### config.mk
export PLATFORM = sky130hd
export DESIGN_NAME = taus_urng
export DESIGN_NICKNAME = d
export VERILOG_FILES = /design/src/rtl/taus_urng.sv
export SDC_FILE = /design/constraint.sdc
export NUM_CORES = 1
export LEC_CHECK = 0
export CAP_MARGIN = 10
export CORE_MARGIN = 10
export CORE_UTILIZATION = 45
export DETAILED_ROUTE_END_ITERATION = 6
export PLACE_DENSITY = 0.67
export SLEW_MARGIN = 20
export SYNTH_ARGS = -nofsm -noshare
export SYNTH_HDL_FRONTEND = slang
export SYNTH_SLANG_ARGS = --single-unit
### constraint.sdc
create_clock -name clk -period 2.9 [get_ports clk]
set_input_delay 0.58 -clock clk [delete_from_list [all_inputs] [get_ports clk]]
set_output_delay 0.58 -clock clk [all_outputs]
set_load 0.005 [all_outputs]
### src/rtl/taus_urng.sv
// rtl/taus_urng.sv - taus88 uniform RNG feeding the Box-Muller core; TAUS_URNG_SAMPLE_CNT_EN adds sample_cnt
module taus_urng #(
  parameter int unsigned WARMUP_STEPS = 16,
  parameter logic [31:0] SEED3_XOR    = 32'h9E3779B9
) (
  input  logic        clk,
  input  logic        reset,
  input  logic [31:0] seed1,
  input  logic [31:0] seed2,
  input  logic        load,
  input  logic        u_ready,
  output logic        u_valid,
  output logic [47:0] u0,
  output logic [15:0] u1,
  output logic        busy
`ifdef TAUS_URNG_SAMPLE_CNT_EN
  ,
  output logic [31:0] sample_cnt
`endif
);

  typedef enum logic [2:0] {IDLE, WARM, GEN_A, GEN_B, OUT} state_t;

  localparam logic [7:0] WARM_LAST = 8'(WARMUP_STEPS - 1);

  state_t      state, state_nxt;
  logic [31:0] s1, s2, s3;
  logic [31:0] b1, b2, b3;
  logic [31:0] s1_nxt, s2_nxt, s3_nxt;
  logic [31:0] word;
  logic [31:0] hi;
  logic [7:0]  warm_cnt;
  logic        step;
  logic        handshake;

  // u_valid is exactly "sitting in OUT", so it cannot drop without a handshake, load or reset
  assign u_valid   = (state == OUT);
  assign busy      = (state == WARM);
  assign handshake = u_valid && u_ready;

  // One taus88 step of all three component generators, combined into the output word
  always_comb begin
    b1     = ((s1 << 13) ^ s1) >> 19;
    s1_nxt = ((s1 & 32'hFFFFFFFE) << 12) ^ b1;
    b2     = ((s2 << 2) ^ s2) >> 25;
    s2_nxt = ((s2 & 32'hFFFFFFF8) << 4) ^ b2;
    b3     = ((s3 << 3) ^ s3) >> 11;
    s3_nxt = ((s3 & 32'hFFFFFFF0) << 17) ^ b3;
    word   = s1_nxt ^ s2_nxt ^ s3_nxt;
  end

  // State register
  always_ff @(posedge clk) begin
    if (reset) state <= IDLE;
    else       state <= state_nxt;
  end

  // Next state and step enable; a load restarts from any state and beats a handshake
  always_comb begin
    state_nxt = state;
    step      = 1'b0;
    case (state)
      IDLE:  state_nxt = IDLE;
      WARM: begin
        step = 1'b1;
        if (warm_cnt == WARM_LAST) state_nxt = GEN_A;
      end
      GEN_A: begin
        step      = 1'b1;
        state_nxt = GEN_B;
      end
      GEN_B: begin
        step      = 1'b1;
        state_nxt = OUT;
      end
      OUT:     if (handshake) state_nxt = GEN_A;
      default: state_nxt = IDLE;
    endcase
    if (load) begin
      state_nxt = WARM;
      step      = 1'b0;
    end
  end

  // Generator state, warm-up counter and sample registers; u0/u1 only move on entry to OUT
  always_ff @(posedge clk) begin
    if (reset) begin
      s1       <= '0;
      s2       <= '0;
      s3       <= '0;
      hi       <= '0;
      u0       <= '0;
      u1       <= '0;
      warm_cnt <= '0;
    end else if (load) begin
      s1       <= seed1 | 32'h2;
      s2       <= seed2 | 32'h8;
      s3       <= (seed1 ^ seed2 ^ SEED3_XOR) | 32'h10;
      warm_cnt <= '0;
    end else begin
      if (step) begin
        s1 <= s1_nxt;
        s2 <= s2_nxt;
        s3 <= s3_nxt;
      end
      if (state == WARM) warm_cnt <= warm_cnt + 8'd1;
      if (state == GEN_A) hi <= word;
      if (state == GEN_B) begin
        u0 <= {hi, word[31:16]};
        u1 <= word[15:0];
      end
    end
  end

`ifdef TAUS_URNG_SAMPLE_CNT_EN
  // Completed handshakes since the last load or reset, wrapping naturally
  always_ff @(posedge clk) begin
    if (reset || load) sample_cnt <= '0;
    else if (handshake) sample_cnt <= sample_cnt + 32'd1;
  end
`endif

endmodule

# == Word level (Yosys, flattened, before mapping) ==
# Cells that the tools add are included.
# totals
reg_bits,203
output_inout_bits,66
# classes
n_addsub,1
eq_ne,9
muxes,12
bitwise,11
reduce_logical,8
# op_table
operator,n
two-way mux 32 bit,6
bitwise XOR 32 bit,6
bitwise XOR 32 x 13 -> 32 bit,1
bitwise XOR 32 x 21 -> 32 bit,1
bitwise XOR 32 x 7 -> 32 bit,1
NOT 20 bit,1
case mux 3 bit (4 select lines),1
adder 8 x 1 -> 8 bit (second input constant),1
== test 8 x 4 -> 1 bit (second input constant),1
AND reduction 2 bit,4
== test 3 x 2 -> 1 bit (second input constant),2
two-way mux 3 bit,2
inequality test 3 x 2 -> 1 bit (second input constant),2
inequality test 2 x 1 -> 1 bit (second input constant),2
== test 3 x 1 -> 1 bit (second input constant),1
== test 3 bit (second input constant),1
two-way mux 1 bit,3
OR reduction 3 bit,1
nonzero test 2 bit,1
OR reduction 2 bit,1
logical AND 1 bit,1
NOT 1 bit,1

# == Depth between registers and ports, before layout ==
# depth
ltp_word,6
mapped_depth,6
mapped_depth_nobuf,4

# == Worst setup path after synthesis ==
# Ideal clock, no wire load.
# synth_path
path_type,input to register
from,in load
to,reg hi[4]
arrival_time_ns,1.501
path_slack_ns,1.267
path_stages,6
path_buffers,3
cell_sequence,buf_2 or3_1 clkbuf_1 buf_2 nor2_1 nor3_1
# synth_via
elab_chain_len,2
# synth_rtl
item,line_no,source
"start, declared",10,"input logic load,"
NOT 1 bit (no line),n/a,
AND reduction 2 bit (no line),n/a,
"end signal, assigned",107,if (state == GEN_A) hi <= word;
"end, declared",31,logic [31:0] hi;
# No other way between the ends.
# A chain may end at the register's enable or synchronous reset.

# == Final worst setup path ==
# layout_path
from,reg state[0]
to,out busy
# layout_via
elab_chain_len,1
# layout_rtl
item,line_no,source
"start, declared",26,"state_t state, state_nxt;"
"start signal, assigned",55,else state <= state_nxt;
== test 3 x 1 -> 1 bit,38,assign busy = (state == WARM);
"end, declared",15,output logic busy
# No other way between the ends.

==> impl_metrics.csv <==
group,metric,value,unit
run_status,status,"finished, final reports clean",
clock_tree,cts_hold_buf,0,
drt,drtAntennaViolNets,0,
synth,synth_edf_count,0,
run,cap_violations,0,
synth,synthArstFlopShare,0,%
drt,vias_per_cell,5.226,
timing,fin_setup_tns,0,ps
timing,rsz0062_at_grt,"no",
power,ir_drop,420.0,uV
cells_and_area,syn_to_final_growth,23.12,%
worst_setup_path,slowest_delay,620,ps
cells_and_area,fill_cells,1846,
drt,drt_iter0_drc,589,
synth,syn-cell-area,8979,um^2
synth,synthFlopType,"dfxtp_1",
synth,synth_warnings,0,
drt,routedWlPerCell,17.75,um
global_route,first_global_vias,6930,
place,gp_congestion,0.9181,
drt,drc_errors,0,
worst_setup_path,path_cells,"nor3b_1 -> clkdlybuf4s50_1",
cells_and_area,multi_input_area,4731,um^2
timing,finalSetupViolations,0,
cells_and_area,layout_common_cells,"nand2_1 (290), dfxtp_1 (195), a21oi_1 (138)",
worst_setup_path,reg2regPathDepth,4,
drt,drt_pass1_iterations,6,
die,rows,51,
worst_setup_path,crit_family,"flip-flops",
die,die_y,161.3,um
global_route,grt.overflow.total,0,
drt,wl_met2,11340,um
clock_tree,cts.sinks,195,
global_route,antenna_found_initial,0,
clock_tree,clk-insertion-delay-late,450,ps
synth,synth_xor_area_share,14.33,%
worst_setup_path,worst_path_max_delay_cell,"dfxtp_1",
power,p_leak,3.846,nW
timing,worst-slew-pin-transition,975.9,ps
clock_tree,htreeDepth,4,
worst_setup_path,path_buf_inv,1,
global_route,grt_usage,19.33,%
timing,fin_ws,407.1,ps
synth,synth_cells,1108,
die,top_level_ports,134,
worst_setup_path,critPathLaunchType,"flop",
synth,synth_area_leaders,"dfxtp_1 (43%), nand2_1 (12%), xnor2_1 (9.6%), a21oi_1 (7.7%), a211oi_1 (4.3%)",
clock_tree,clock-root-buffer,"clkbuf_16",
worst_setup_path,cp-end-kind,"output pin",
timing,timing.fmax,401.1,MHz
worst_setup_path,crit_fanout,12,
timing,period_needed,2493,ps
place,post-place-ws,607.8,ps
synth,synthSimpleGateAreaFrac,19.58,%
cells_and_area,drive_above_1_share,4.458,%
worst_setup_path,reg2reg_from,"state[0]",
drt,dr_wl_met3,1736,um
synth,synth-compound-area-share,18.06,%
die,initial_core_util,45.98,%
worst_setup_path,timing.rr.end,"u1[3]",
worst_setup_path,r2r_slack,850,ps
synth,synth_nets,1177,
clock_tree,cts_buffer_depth,2,
cells_and_area,antenna_cells,0,
synth,ys_seq_area_share,43.48,%
synth,synth_top_cell_by_area,"dfxtp_1",
clock_tree,postCtsSetupBuffers,0,
worst_hold_path,hold_class,"flop to flop",
cells_and_area,regArea,3904,um^2
clock_tree,clk_pin_slew,80,ps
timing,max_slew_margin,34.94,%
global_route,grt_max_degree,174,
worst_hold_path,min_to,"u0[26]",
worst_setup_path,path_class,"flop to output pin",
cells_and_area,final_common_cell,"nand2_1",
synth,synth.mux.area_fraction,0.1115,%
worst_hold_path,worstHoldStart,"u0[26]",
timing,hold_viol,0,
timing,final.period_utilization,85.96,%
die,dieArea,26000,um^2
clock_tree,cts_tree,"done",
die,core,19530,um^2
synth,synth.avg_cell_area,8.103,um^2
drt,routed.top_layer,"met4",
power,p_per_area,571.9,nW/um^2
place,dp_hpwl,18570,um
worst_setup_path,required,2320,ps
global_route,grt_pass1_wl,39960,um
worst_setup_path,arrival,1910,ps
timing,drv_slew,0,
cells_and_area,nNetsFinal,1245,
drt,routed_wl,25810,um
synth,synthAdderAreaFrac,0.1394,%
synth,yosysTopAreaCellShare,43.48,%
drt,drt-met1-wl,12060,um
drt,vias,7598,
die,die_width,161.3,um
timing,whs,453.9,ps
timing,fin_worst_skew,12.72,ps
clock_tree,cts_buffers,17,
synth,ys_seq_elements,195,
synth,netlist-cell-type-count,33,
worst_hold_path,hold_depth,2,
place,portBuffers,127,
synth,synth_top_family_by_area,"simple AND/OR/NAND/NOR gates",
clock_tree,ctsResizeCount,0,
==> how the worst max path moves through the flow <==
stage                  start     to  slack (ps)  depth (start not counted)
floorplan               load  hi[4]        1270                          6
detailed placement      load  u1[2]         610                          5
global placement        load  u1[0]         630                          5
finish              state[0]   busy         410                          2
global route        state[0]   busy         290                          2
CTS                 state[0]   busy         380                          2
==> sequential cells by signal, indices dropped and copies added (netlist names) <==
register and flops:
state 3, warm_cnt 8, s1 31, hi 32, u0 48, s2 29, u1 16, s3 28
==> cell families after synthesis <==
kind of cell | after synthesis
simple gates | 436
xor+xnor | 126
fa+ha+maj | 1
mux | 1
buf+inv | 91
flops | 195
compound gates | 258
==> stage by stage <==
stage | total power, W | area [um^2] | utilization, % | std cells
floorplan | 0.003557 | 8979 | - | 1108
global placement | 0.003924 | 10430 | 53.42 | 1422
detailed placement | 0.003928 | 10430 | 53.42 | 1422
CTS | 0.006350 | 11050 | 56.61 | 1454
global route | 0.006563 | 11050 | 56.61 | 1454
finish | 0.006321 | 11050 | 56.61 | 1454
==> synthesized netlist by cell type, types with 2 or more instances <==
master,count
a211o_1,22
a211oi_1,52
a21o_1,44
a21oi_1,138
and2_1,12
and4_1,2
buf_1,4
buf_2,33
clkbuf_1,53
dfxtp_1,195
nand2_1,290
nand2b_1,2
nand3_1,3
nand3b_1,2
nand4_1,3
nor2_1,95
nor3_1,16
or3_1,5
xnor2_1,98
xnor3_1,10
xor2_1,15
xor3_1,3
==> worst reg2reg max path: stages, from the launching register on <==
cell       delay [ps]
dfxtp_1           620
nand4bb_2         710
buf_12            440
nor2_1            120
nor3_1             50
==> layer usage <==
| metal | up-vias | track usage [%] |
|---|---|---|
| met2 | 240 | 28.95 |
| li1 | 3811 | - |
| met5 | - | 0 |
| met1 | 3506 | 26.28 |
| met3 | 41 | 4.830 |
| met4 | 0 | 7.155 |
==> power breakdown <==
| part | total, W | internal, W | switching, W |
|---|---|---|---|
| Sequential | 0.00290 | 0.00277 | 0.000131 |
| Clock | 0.00244 | 0.00119 | 0.00124 |
| Combinational | 0.000990 | 0.000459 | 0.000531 |
==> area by class of cell <==
class,count,area share (%)
clock buffer,17,3.848
tap,265,2.999
multi-input combinational,822,42.80
sequential,195,35.31
timing repair buffer,140,13.24
clock inverter,15,1.800
Power figures use the tool's default switching activity.
